$ cat src/rtl/ddr3_ui_pkg.sv
// Shared types and constants for the DDR3 user-interface burst path.
package ddr3_ui_pkg;

  typedef enum logic [1:0] {
    IDLE,
    WR0,
    WR1,
    RD
  } seq_state_e;

  localparam int unsigned UI_DATA_W = 288;
  localparam int unsigned UI_MASK_W = 36;
  localparam int unsigned UI_ADDR_W = 32;

  localparam logic CMD_RD = 1'b1;
  localparam logic CMD_WR = 1'b0;

endpackage

$ cat src/rtl/ddr3_rd_len_fifo.sv
// Small synchronous FIFO holding the beat count of each outstanding read burst.
module ddr3_rd_len_fifo #(
  parameter int unsigned DEPTH = 4,
  parameter int unsigned WIDTH = 17
) (
  input  logic             clk,
  input  logic             rst,
  input  logic             push,
  input  logic             pop,
  input  logic [WIDTH-1:0] din,
  output logic [WIDTH-1:0] dout,
  output logic             full,
  output logic             empty
);

  localparam int unsigned PTR_W = (DEPTH > 1) ? $clog2(DEPTH) : 1;
  localparam int unsigned CNT_W = $clog2(DEPTH + 1);

  logic [WIDTH-1:0] mem [DEPTH];
  logic [PTR_W-1:0] wr_ptr;
  logic [PTR_W-1:0] rd_ptr;
  logic [CNT_W-1:0] count;
  logic             do_push;
  logic             do_pop;

  function automatic logic [PTR_W-1:0] next_ptr(input logic [PTR_W-1:0] p);
    return (p == PTR_W'(DEPTH - 1)) ? '0 : p + PTR_W'(1);
  endfunction

  always_comb begin
    full    = (count == CNT_W'(DEPTH));
    empty   = (count == '0);
    do_push = push && !full;
    do_pop  = pop && !empty;
    dout    = mem[rd_ptr];
  end

  always_ff @(posedge clk or posedge rst) begin
    if (rst) begin
      wr_ptr <= '0;
      rd_ptr <= '0;
      count  <= '0;
    end else begin
      if (do_push) wr_ptr <= next_ptr(wr_ptr);
      if (do_pop)  rd_ptr <= next_ptr(rd_ptr);
      count <= count + CNT_W'(do_push) - CNT_W'(do_pop);
    end
  end

  always_ff @(posedge clk) begin
    if (do_push) mem[wr_ptr] <= din;
  end

endmodule

$ cat src/rtl/ddr3_ui_burst_sequencer.sv
// Expands burst requests into per-beat UI traffic, meters read credits and
// tags the last returned beat of each read burst.
module ddr3_ui_burst_sequencer
  import ddr3_ui_pkg::*;
#(
  parameter int unsigned LEN_W      = 16,
  parameter int unsigned RD_CREDITS = 512,
  parameter int unsigned RD_BURSTS  = 4
) (
  input  logic                 ui_app_clk,
  input  logic                 ui_rst,
  input  logic                 req_valid,
  output logic                 req_ready,
  input  logic                 req_rnw,
  input  logic [UI_ADDR_W-1:0] req_addr,
  input  logic [LEN_W-1:0]     req_len,
  input  logic                 wr_valid,
  output logic                 wr_ready,
  input  logic [UI_DATA_W-1:0] wr_data,
  input  logic [UI_MASK_W-1:0] wr_mask,
  output logic [UI_ADDR_W-1:0] ui_addr,
  output logic                 ui_cmd,
  output logic [UI_DATA_W-1:0] ui_wr_data,
  output logic [UI_MASK_W-1:0] ui_wr_mask,
  output logic                 ui_wr_en,
  input  logic                 ui_cmd_ack,
  input  logic                 ui_rd_valid,
  output logic                 rd_valid,
  output logic                 rd_last,
  output logic                 busy,
  output logic                 err_rd_unexp
);

  localparam int unsigned CRED_W = $clog2(RD_CREDITS + 1);
  localparam int unsigned CNT_W  = LEN_W + 1;
  localparam logic [CRED_W-1:0] CRED_MAX = CRED_W'(RD_CREDITS);

  seq_state_e           state;
  logic [UI_ADDR_W-1:0] cur_addr;
  logic [LEN_W-1:0]     rem;
  logic [CRED_W-1:0]    credits;
  logic [CNT_W-1:0]     beat_cnt;
  logic [CNT_W-1:0]     q_head;
  logic                 q_full;
  logic                 q_empty;
  logic                 q_push;
  logic                 req_fire;
  logic                 wr_issue;
  logic                 rd_issue;
  logic                 ret_ok;

  always_comb begin
    req_ready = (state == IDLE) && (!req_rnw || !q_full);
    wr_ready  = ((state == WR0) || (state == WR1)) && ui_cmd_ack;
    req_fire  = req_valid && req_ready;
    wr_issue  = wr_ready && wr_valid;
    rd_issue  = (state == RD) && ui_cmd_ack && (credits >= CRED_W'(2));
    q_push    = req_fire && req_rnw && (req_len != '0);
    ret_ok    = ui_rd_valid && !q_empty;
    rd_last   = ret_ok && (beat_cnt == q_head - CNT_W'(1));
    rd_valid  = ui_rd_valid;
    busy      = (state != IDLE) || (credits != CRED_MAX);
  end

  ddr3_rd_len_fifo #(
    .DEPTH(RD_BURSTS),
    .WIDTH(CNT_W)
  ) u_len_fifo (
    .clk  (ui_app_clk),
    .rst  (ui_rst),
    .push (q_push),
    .pop  (rd_last),
    .din  ({req_len, 1'b0}),
    .dout (q_head),
    .full (q_full),
    .empty(q_empty)
  );

  // Both beats of a write pair share one address; it only advances after WR1.
  always_ff @(posedge ui_app_clk or posedge ui_rst) begin
    if (ui_rst) begin
      state      <= IDLE;
      cur_addr   <= '0;
      rem        <= '0;
      ui_wr_en   <= 1'b0;
      ui_cmd     <= CMD_WR;
      ui_addr    <= '0;
      ui_wr_data <= '0;
      ui_wr_mask <= '0;
    end else begin
      ui_wr_en <= 1'b0;
      unique case (state)
        IDLE: begin
          if (req_fire) begin
            cur_addr <= req_addr;
            rem      <= req_len;
            if (req_len != '0) state <= req_rnw ? RD : WR0;
          end
        end
        WR0, WR1: begin
          if (wr_issue) begin
            ui_wr_en   <= 1'b1;
            ui_cmd     <= CMD_WR;
            ui_addr    <= cur_addr;
            ui_wr_data <= wr_data;
            ui_wr_mask <= wr_mask;
            if (state == WR0) begin
              state <= WR1;
            end else begin
              cur_addr <= cur_addr + UI_ADDR_W'(1);
              rem      <= rem - LEN_W'(1);
              state    <= (rem == LEN_W'(1)) ? IDLE : WR0;
            end
          end
        end
        RD: begin
          if (rd_issue) begin
            ui_wr_en <= 1'b1;
            ui_cmd   <= CMD_RD;
            ui_addr  <= cur_addr;
            cur_addr <= cur_addr + UI_ADDR_W'(1);
            rem      <= rem - LEN_W'(1);
            if (rem == LEN_W'(1)) state <= IDLE;
          end
        end
        default: state <= IDLE;
      endcase
    end
  end

  // A return seen with nothing outstanding is flagged and never adds a credit.
  always_ff @(posedge ui_app_clk or posedge ui_rst) begin
    if (ui_rst) begin
      credits      <= CRED_MAX;
      beat_cnt     <= '0;
      err_rd_unexp <= 1'b0;
    end else begin
      credits <= credits - (rd_issue ? CRED_W'(2) : '0)
                         + ((ui_rd_valid && (credits != CRED_MAX)) ? CRED_W'(1) : '0);
      if (ret_ok) beat_cnt <= rd_last ? '0 : beat_cnt + CNT_W'(1);
      if (ui_rd_valid && (q_empty || (credits == CRED_MAX))) err_rd_unexp <= 1'b1;
    end
  end

endmodule
$ cat config.mk
export PLATFORM = sky130hd
export DESIGN_NAME = ddr3_ui_burst_sequencer
export DESIGN_NICKNAME = d
export VERILOG_FILES = /design/src/rtl/ddr3_ui_pkg.sv /design/src/rtl/ddr3_rd_len_fifo.sv /design/src/rtl/ddr3_ui_burst_sequencer.sv
export SDC_FILE = /design/constraint.sdc
export NUM_CORES = 1
export LEC_CHECK = 0
export BUFFER_PORTS_ARGS = -buffer_cell sky130_fd_sc_hd__buf_2
export CORE_MARGIN = 2
export CORE_UTILIZATION = 25
export CTS_CLUSTER_DIAMETER = 80
export CTS_CLUSTER_SIZE = 8
export DETAILED_ROUTE_END_ITERATION = 8
export PLACE_DENSITY = 0.46
export SYNTH_ARGS = -nofsm -noshare
export SYNTH_HDL_FRONTEND = slang
export SYNTH_SLANG_ARGS = --single-unit
$ cat constraint.sdc
create_clock -name ui_app_clk -period 37.3 [get_ports ui_app_clk]
set_clock_uncertainty 0.05 [all_clocks]
set_input_delay 7.46 -clock ui_app_clk [delete_from_list [all_inputs] [get_ports ui_app_clk]]
set_output_delay 7.46 -clock ui_app_clk [all_outputs]
set_load 0.05 [all_outputs]
* After elaboration in Yosys (flattened, before gate mapping) *
Memory sizes are Yosys's and may differ from the RTL's.
Index checks and enable logic that the tools add are counted.

storage, ports and cells
  logic and storage cells = 108
  bits in writable memories = 64
  memories kept = 1
  flip-flop bits (word level) = 443
  output and inout bits = 364
  bits of input ports = 379

operators by class
  equal/unequal tests = 16
  reduce and logical (&&, ||, !) cells = 31
  add/sub/neg operators = 10
  order comparisons = 1
  mux-type cells = 35

memories
  memory          words  bits a word  rd ports  clocked after memory_dff  wr ports  RTL line                text
  u_len_fifo.mem  4      16           1         0                         1         ddr3_rd_len_fifo.sv:19  logic [WIDTH-1:0] mem [DEPTH];

operators by type and width
  operator                 count
  $mux W32                 6
  $pmux W32 S3             1
  $mux W16                 4
  $pmux W32 S2             1
  $pmux W16 S3             1
  $add A32 B1 Y32 const B  1
  $mux W2                  10
  $add A17 B1 Y17 const B  1
  $eq A17 B17 Y1           1
  $mux W17                 1
  $sub A17 B1 Y17 const B  1
  $eq A16 B1 Y1 const B    1
  $reduce_bool A16 Y1      1
  $sub A16 B1 Y16 const B  1
  $logic_and A1 B1 Y1      14
  $add A10 B1 Y10          1
  $eq A10 B10 Y1 const B   1
  $ge A10 B2 Y1 const B    1
  $ne A10 B10 Y1 const B   1
  $sub A10 B2 Y10          1
  $eq A2 B2 Y1 const B     4
  $mux W1                  8
  $ne A2 B2 Y1 const B     4
  $pmux W2 S3              1
  other kinds (17)         26

* Longest topological paths before layout *
Gate-level depths: netlist (run 1).

  depth after elaboration = 10
  mapped depth = 17
  depth with buffers taken out = 17

* Hierarchy *
From an unflattened synthesis (run 1), not the netlist that was laid out.

unflattened totals
  cell total of the unflattened synthesis = 1,546
  area total of the unflattened synthesis = 21,440.6 µm²

by module, submodules not included
  module                   instances  area an instance (µm²)  sequential area each (µm²)  cells each
  ddr3_ui_burst_sequencer  1          18,495.2                10,911.7                    1,417
  ddr3_rd_len_fifo         1          2,945.3                 2,217.1                     129

* Least setup slack after synthesis (run 1) *
OpenSTA, ideal clock, no wires.

  kind = input -> output
  start = in ui_rd_valid
  end = out rd_last
  arrival time = 9.538 ns
  path slack = 20.252 ns
  path buffers = 0
  data required time = 29.790 ns
  stages = 5
  path through = o31a_1 nand4_1 nor4_2 o2111ai_1 a311oi_1

on the way
  word-level cells in the longest chain between the ends = 2

RTL lines
  what                 RTL line                       text
  start: declaration   ddr3_ui_burst_sequencer.sv:27  input logic ui_rd_valid,
  $logic_and A1 B1 Y1  ddr3_ui_burst_sequencer.sv:59  ret_ok = ui_rd_valid && !q_empty;
  $logic_and A1 B1 Y1  ddr3_ui_burst_sequencer.sv:60  rd_last = ret_ok && (beat_cnt == q_head - CNT_W'(1));
  end: declaration     ddr3_ui_burst_sequencer.sv:29  output logic rd_last,

Every way passes these cells.

* Final worst setup path (run 1) *
Ends and elaborated chain as after synthesis.

==> out/results.tsv, run 1 <==
metric	value	unit
status	complete, no violations	
worst slew pin tran	1130	ps
Die H	296	µm
flops & latches, synth	507	
Synth cell types	73	
Rows	106	
global-route wire length before repair	109	mm
GP Congestion	0.833	
Post-synth EDFFs	64	
largest delay contributor family on the critical path	compound AO/OA/AOI/OAI gates	
syn_area_per_cell	14.0	µm²
GRT Overall Usage	0.169	
Num CTS Buffers	77	
max_slew headroom	0.245	
latest clock arrival within the worst-skew pair	610	ps
Final Hold Viols	0	
PwrDens	112	mW/mm²
share of cells above drive strength 1	0.538	
hold depth	1	
DRC Markers	0	
Max VDD drop	0.0621	mV
Final Net Count	2701	
ys flop type	dfrtp_1	
Final Cycle Share	0.452	
Post-CTS Setup Bufs	0	
CTS Hold Bufs	0	
Sink Count	507	
Final Setup Violations	0	
Top Ports	743	
Resize count post-CTS	0	
Root Buffer Master	clkbuf_16	
Syn. warnings	0	
critical path arrival	9340	ps
Final Critical Period	16850	ps
Tightest Hold Check Type	reg -> reg	
largest net degree at the start of global routing	119	
launching element type of the critical path	input pin	
Initial DRT Pass Iterations	5	
M2 GR Usage	0.301	
number of global-route vias before repair	16300	
max frequency	59.3	MHz
TritonCTS clock tree	yes	
Reg area	0.0130	mm²
unrepaired setup endpoints after global routing	false	
DRT antenna net count	0	
total power	3.20	mW
gr busiest metal	met2	
antenna violations before repair	48	
CORE AREA	0.0840	mm²
CP required	29790	ps
H-Tree Depth	3	
Initial Utilization	0.253	
max-slew violations	0	
MaxCap Viol Count	0	
die area	0.0874	mm²
Setup Total Neg Slack	0	ps
met1 GRT Util	0.188	
Synth area leaders	dfrtp_1 52%, mux2_2 19%, edfxtp_1 9.0%	
worst-path maximum fanout	6	
drt via density	4.49	
total global routing overflow	0	
met3 Track Usage GR	0.0503	
Setup crit end kind	primary output	
IO Port Bufs	742	
cell-by-cell trace of the critical path	buf_2, o31a_1, nand4_1, nor4_2, o2111ai_1, a311oi_1, buf_2	
Worst R2R Path Depth	15	
area leader, netlist	dfrtp_1	
WL per Instance	22.0	µm
final-layout fill cell count	8434	
hpwl dp	57.9	mm
Syn-to-layout area delta	34.7	%
vias	15600	
Synth Net Count	1933	
drt initial violations	658	
Final Routed Wirelength	76.3	mm
Min Hold Slack	426	ps
slowest stage delay, CP	390	ps
most used cell along the critical path	buf_2	
clock buffer depth	3	
Post-Syn Instances	1519	
Setup CP Type	in -> out	
area share of the largest cell type after synthesis	0.520	
Die Wd	296	µm
Post-Syn Area	0.0213	mm²
post-synthesis async set-or-reset flop share	0.874	
Clock transition at path regs	60	ps
reg2reg setup slack	32400	ps
Seq/Total Area, Yosys	0.612	
area of the multi-input gates	0.00785	mm²
Critical-path top delay cell	a311oi_1	
CP Depth	7	
Buf/Inv on CP	2	
Pleak	12.9	nW
[placed cells by master, fill, tap and decap left out, types with 20 or more instances in the layout]
master / netlist / final
nor3_1: 20 / 20
nand2_1: 55 / 54
diode_2: 0 / 25
inv_1: 37 / 36
dfrtp_1: 442 / 442
edfxtp_1: 64 / 64
o21ai_0: 60 / 60
ha_1: 34 / 33
nand3_1: 35 / 35
buf_2: 1 / 742
a21oi_1: 58 / 57
clkbuf_16: 0 / 77
xnor2_1: 34 / 34
nor2_1: 68 / 68
mux2_2: 356 / 356
[stage by stage]
step,cell area (µm²),setup slack (ps),cells,utilization
after global routing,28600,20300,3456,0.340
final,28600,20450,3472,0.341
after CTS,28600,20380,3447,0.340
after global placement,26300,20390,3342,0.313
after floorplan,21300,17450,1519,-
after detailed placement,26300,20390,3342,0.313
[state kept, by name (all words and copies together) (netlist names), 3 cells and up]
name,flops
cur_addr,32
credits,10
beat_cnt,17
u_len_fifo.count,3
ui_addr,32
ui_wr_data,288
u_len_fifo.mem,64
ui_wr_mask,36
rem,16
[final cells by class]
| class | count | share of cell area |
|---|---|---|
| Sequential cell | 507 | 0.454 |
| Multi-Input combinational cell | 905 | 0.274 |
| Timing Repair Buffer | 758 | 0.134 |
| Clock buffer | 90 | 0.0697 |
| Tap cell | 1134 | 0.0496 |
| Clock inverter | 15 | 0.0108 |
| Inverter | 38 | 0.00525 |
| Antenna cell | 25 | 0.00219 |
[logic make-up (layout without fill, tap and decap cells)]
kind of cell	Yosys count	in the layout	synth area share
other	0	25	0
buffers and inverters	107	901	0.0205
AND/OR/NAND/NOR	251	251	0.0608
AO/OA/AOI/OAI	188	188	0.0542
XOR/XNOR	47	47	0.0194
flip-flops	507	507	0.612
multiplexers	384	384	0.212
adder cells (fa/ha/maj)	35	35	0.0210
[synthesized netlist by cell type (2+ instances only)]
| cell type | number |
|---|---|
| or4_4 | 2 |
| and4_1 | 7 |
| clkbuf_1 | 55 |
| nor2b_1 | 3 |
| or3_1 | 7 |
| ha_1 | 34 |
| o21ai_0 | 60 |
| inv_1 | 37 |
| nand4b_1 | 2 |
| a21o_1 | 3 |
| a221o_1 | 5 |
| a22oi_1 | 11 |
| nor3_1 | 20 |
| nand2b_1 | 4 |
| mux4_1 | 3 |
| nor2_1 | 68 |
| o221a_2 | 2 |
| mux2_2 | 356 |
| a31oi_1 | 9 |
| nor4b_1 | 4 |
| mux4_2 | 13 |
| buf_4 | 2 |
| dfrtp_1 | 442 |
| nand2_1 | 55 |
| edfxtp_1 | 64 |
| mux2i_1 | 10 |
| xnor2_1 | 34 |
| xor2_1 | 13 |
| nor4_1 | 9 |
| buf_1 | 8 |
| and2_1 | 8 |
| a311oi_1 | 4 |
| nor4_4 | 2 |
| o22ai_1 | 19 |
| mux2_4 | 2 |
| and3_1 | 5 |
| a21oi_1 | 58 |
| nand3_1 | 35 |
| buf_6 | 2 |
| nand4_1 | 9 |
[where the power goes]
group          leakage [nW]  switching [mW]  internal (mW)  total, mW
clock                  1.11           0.267          0.401      0.668
combinational          5.96            1.14          0.454       1.60
sequential             5.83           0.135          0.801      0.935
total                  12.9            1.55           1.66       3.20
[metal layers]
| metal | routed length [µm] | up-vias |
|---|---|---|
| met3 | 5120 | 156 |
| met4 | 2930 | 18 |
| met2 | 39800 | 538 |
| met1 | 28300 | 7839 |
| li1 | - | 7047 |
| met5 | 120 | - |
[worst register-to-register path: stages, from the launching register on]
cell and delay (ps):
dfrtp_1 1000, mux4_2 520, inv_1 90, ha_1 210
nand4_1 290, a2111oi_2 480, xnor2_1 150, nor4_2 210
o2111ai_1 250, a311oi_4 290, buf_4 310, ha_1 190
inv_1 40, ha_1 180, fa_1 380, xnor2_1 140
[worst paths after layout]
check,to,start
worst max-delay path,rd_last,ui_rd_valid
worst min-delay path,err_rd_unexp$_DFFE_PP0P_,err_rd_unexp$_DFFE_PP0P_
worst max register to register,u_len_fifo.count[2]$_DFF_PP0_,u_len_fifo.rd_ptr[1]$_DFFE_PP0P_
worst min register to register,err_rd_unexp$_DFFE_PP0P_,err_rd_unexp$_DFFE_PP0P_
max in group asynchronous,cur_addr[17]$_DFFE_PP0P_,ui_rst
min in group asynchronous,ui_wr_data[211]$_DFFE_PP0P_,ui_rst
(Power assumes the default switching activity.)
==> run 2, diff against run 1 <==
Settings changed: PLACE_DENSITY 0.46 to 0.47.
Clock period 37.3 ns to 14.93 ns, I/O delays scaled along.
==> run 2 against run 1 <==
Effect of this change: utilization decreased by 0.13 points; global-route usage decreased by 0.058 points; sequential share of layout area increased by 0.18 points; wire length decreased by 0.66%; hold slack improved by 1.2 ps; count of clock-buffer cells in the layout unchanged; via count increased by 0.32%; register-to-register slack got worse by 23000 ps; clock power increased by 140%; sequential cell count unchanged; design area decreased by 0.39%; first-iteration DRC count increased by 27%.
==> out/results.tsv, run 2 (same netlist as run 1, synthesis figures left out) <==
metric	value	unit	change
drt initial violations	838		+27%
largest net degree at the start of global routing	188		+58%
most common cell after layout, fill and taps aside	buf_2		
cell area after layout	0.0285	mm²	-0.39%
Final Critical Period	7930	ps	
IO Port Bufs	742		unchanged
Rows	106		unchanged
placed cell area	0.0263	mm²	+0.16%
status	complete, no violations		
Final Setup Violations	0		unchanged
Setup Total Neg Slack	0	ps	unchanged
Post-CTS Setup Bufs	0		unchanged
CP required	11890	ps	-17900 ps
Tightest Hold Check Type	reg -> reg		
Die Wd	296	µm	unchanged
slowest stage delay, CP	400	ps	about the same
antenna violations before repair	54		+13%
Final Routed Wirelength	75.8	mm	-0.66%
Initial DRT Pass Iterations	6		+1
GRT Overall Usage	0.168		-0.000584
DRC Markers	0		unchanged
final-layout fill cell count	8427		-0.083%
unrepaired setup endpoints after global routing	false		
number of global-route vias before repair	16400		+0.72%
critical path arrival	4900	ps	-4440 ps
max_slew headroom	0.265		+0.0201
die area	0.0874	mm²	unchanged
commonest non-fill, non-tap cells in the layout	742 x buf_2, 442 x dfrtp_1, 356 x mux2_2, 75 x clkbuf_16, 68 x nor2_1		
Final Cycle Share	0.531		
DRT antenna net count	0		unchanged
CORE AREA	0.0840	mm²	unchanged
hpwl dp	57.6	mm	-0.56%
vias	15600		+0.32%
Top Ports	743		unchanged
Clock transition at path regs	50	ps	about the same
most used cell along the critical path	buf_2		
Root Buffer Master	clkbuf_16		
Syn-to-layout area delta	34.1	%	
Setup crit end kind	primary output		
TritonCTS clock tree	yes		
Largest regs	ui_wr_data x288, u_len_fifo.mem x64, ui_wr_mask x36		
Resize count post-CTS	0		unchanged
H-Tree Depth	3		unchanged
WL per Instance	21.9	µm	-0.28%
Num CTS Buffers	75		-2.6%
non-filler cells, final	3459		-0.37%
reg2reg setup slack	9840	ps	-22560 ps
cell-by-cell trace of the critical path	buf_2, o31a_1, nand4_1, nor4_2, o2111ai_1, a311oi_1, buf_2		
Final Hold Viols	0		unchanged
Final Net Count	2700		-0.037%
flip-flop count of the largest register after layout	288		unchanged
Max VDD drop	0.179	mV	+190%
max frequency	126	MHz	
PwrDens	278	mW/mm²	+150%
launching element type of the critical path	input pin		
Largest Register	ui_wr_data		
Pleak	12.9	nW	-0.37%
clock buffer depth	3		unchanged
Min Hold Slack	427	ps	+1.20 ps
Placed Cells incl. Taps	3343		+0.030%
Sink Count	507		unchanged
Initial Utilization	0.253		unchanged
worst slew pin tran	1100	ps	-31.7 ps
drt via density	4.52		+0.70%
Setup CP Type	in -> out		
latest clock arrival within the worst-skew pair	630	ps	+20 ps
final core utilization	0.340		-0.00134
share of cells above drive strength 1	0.537		-0.00147
global-route wire length before repair	109	mm	about the same
worst-path maximum fanout	6		unchanged
Die H	296	µm	unchanged
total global routing overflow	0		unchanged
GP Congestion	0.871		+4.6%
CTS Hold Bufs	0		unchanged
MaxCap Viol Count	0		unchanged
Critical-path top delay cell	a311oi_1		
max-slew violations	0		unchanged
## run 2: cell count changes in the layout (fill, tap and decap cells not counted), sizes merged
cell / previous run / this run
buf: 758 / 759
inv: 38 / 39
clkinv: 12 / 7
bufinv: 3 / 1
diode: 25 / 15
clkinvlp: 0 / 2
## run 2: layout make-up
type / count / area (µm²) / area share
diodes: 15 / 37.5 / 0.00132
well taps: 1134 / 1420 / 0.0498
flip-flops and latches: 507 / 13000 / 0.456
clock inverters: 11 / 231 / 0.00812
inverters: 38 / 146 / 0.00513
repair buffers: 759 / 3880 / 0.136
clock buffers: 90 / 1940 / 0.0682
multi-input cells: 905 / 7850 / 0.275
## run 2: final timing paths
check                                                      start                            end  cells past startpoint
min in group asynchronous                                 ui_rst    ui_wr_data[208]$_DFFE_PP0P_                      2
worst max register to register  u_len_fifo.rd_ptr[0]$_DFFE_PP0P_  u_len_fifo.count[2]$_DFF_PP0_                     16
max in group asynchronous                                 ui_rst      ui_wr_data[2]$_DFFE_PP0P_                      5
worst min register to register          err_rd_unexp$_DFFE_PP0P_       err_rd_unexp$_DFFE_PP0P_                      1
worst min-delay path                    err_rd_unexp$_DFFE_PP0P_       err_rd_unexp$_DFFE_PP0P_                      1
worst max-delay path                                 ui_rd_valid                        rd_last                      7
## run 2: per-layer routing
metal  part of all wire  global-route usage  up-vias  routed length [µm]
li1                   -                   -     7028                   -
met5             0.0022                   0        -                 165
met2               0.52               0.296      535               39400
met1               0.36               0.188     7879               27700
met3              0.078              0.0581      180                5890
met4              0.035              0.0617       26                2670
## run 2: worst max-delay path, delay by kind of cell
| kind | cells | cell delay (ps) |
|---|---|---|
| AND/OR/NAND/NOR | 2 | 470 |
| buffers and inverters | 2 | 450 |
| AO/OA/AOI/OAI | 3 | 980 |
## run 2: metrics by stage
step / power, mW / setup slack (ps)
6_report: 7.94 / 7000
5_1_grt: 8.34 / 6830
4_1_cts: 8.04 / 6910
3_5_place_dp: 6.38 / 6920
3_3_place_gp: 6.33 / 6880
2_1_floorplan: 5.27 / 5910
## run 2: power by group
group | internal [mW] | switching [mW] | total, mW
sequential | 2.00 | 0.351 | 2.35
combinational | 1.14 | 2.85 | 3.99
clock | 0.941 | 0.659 | 1.60
total | 4.08 | 3.86 | 7.94
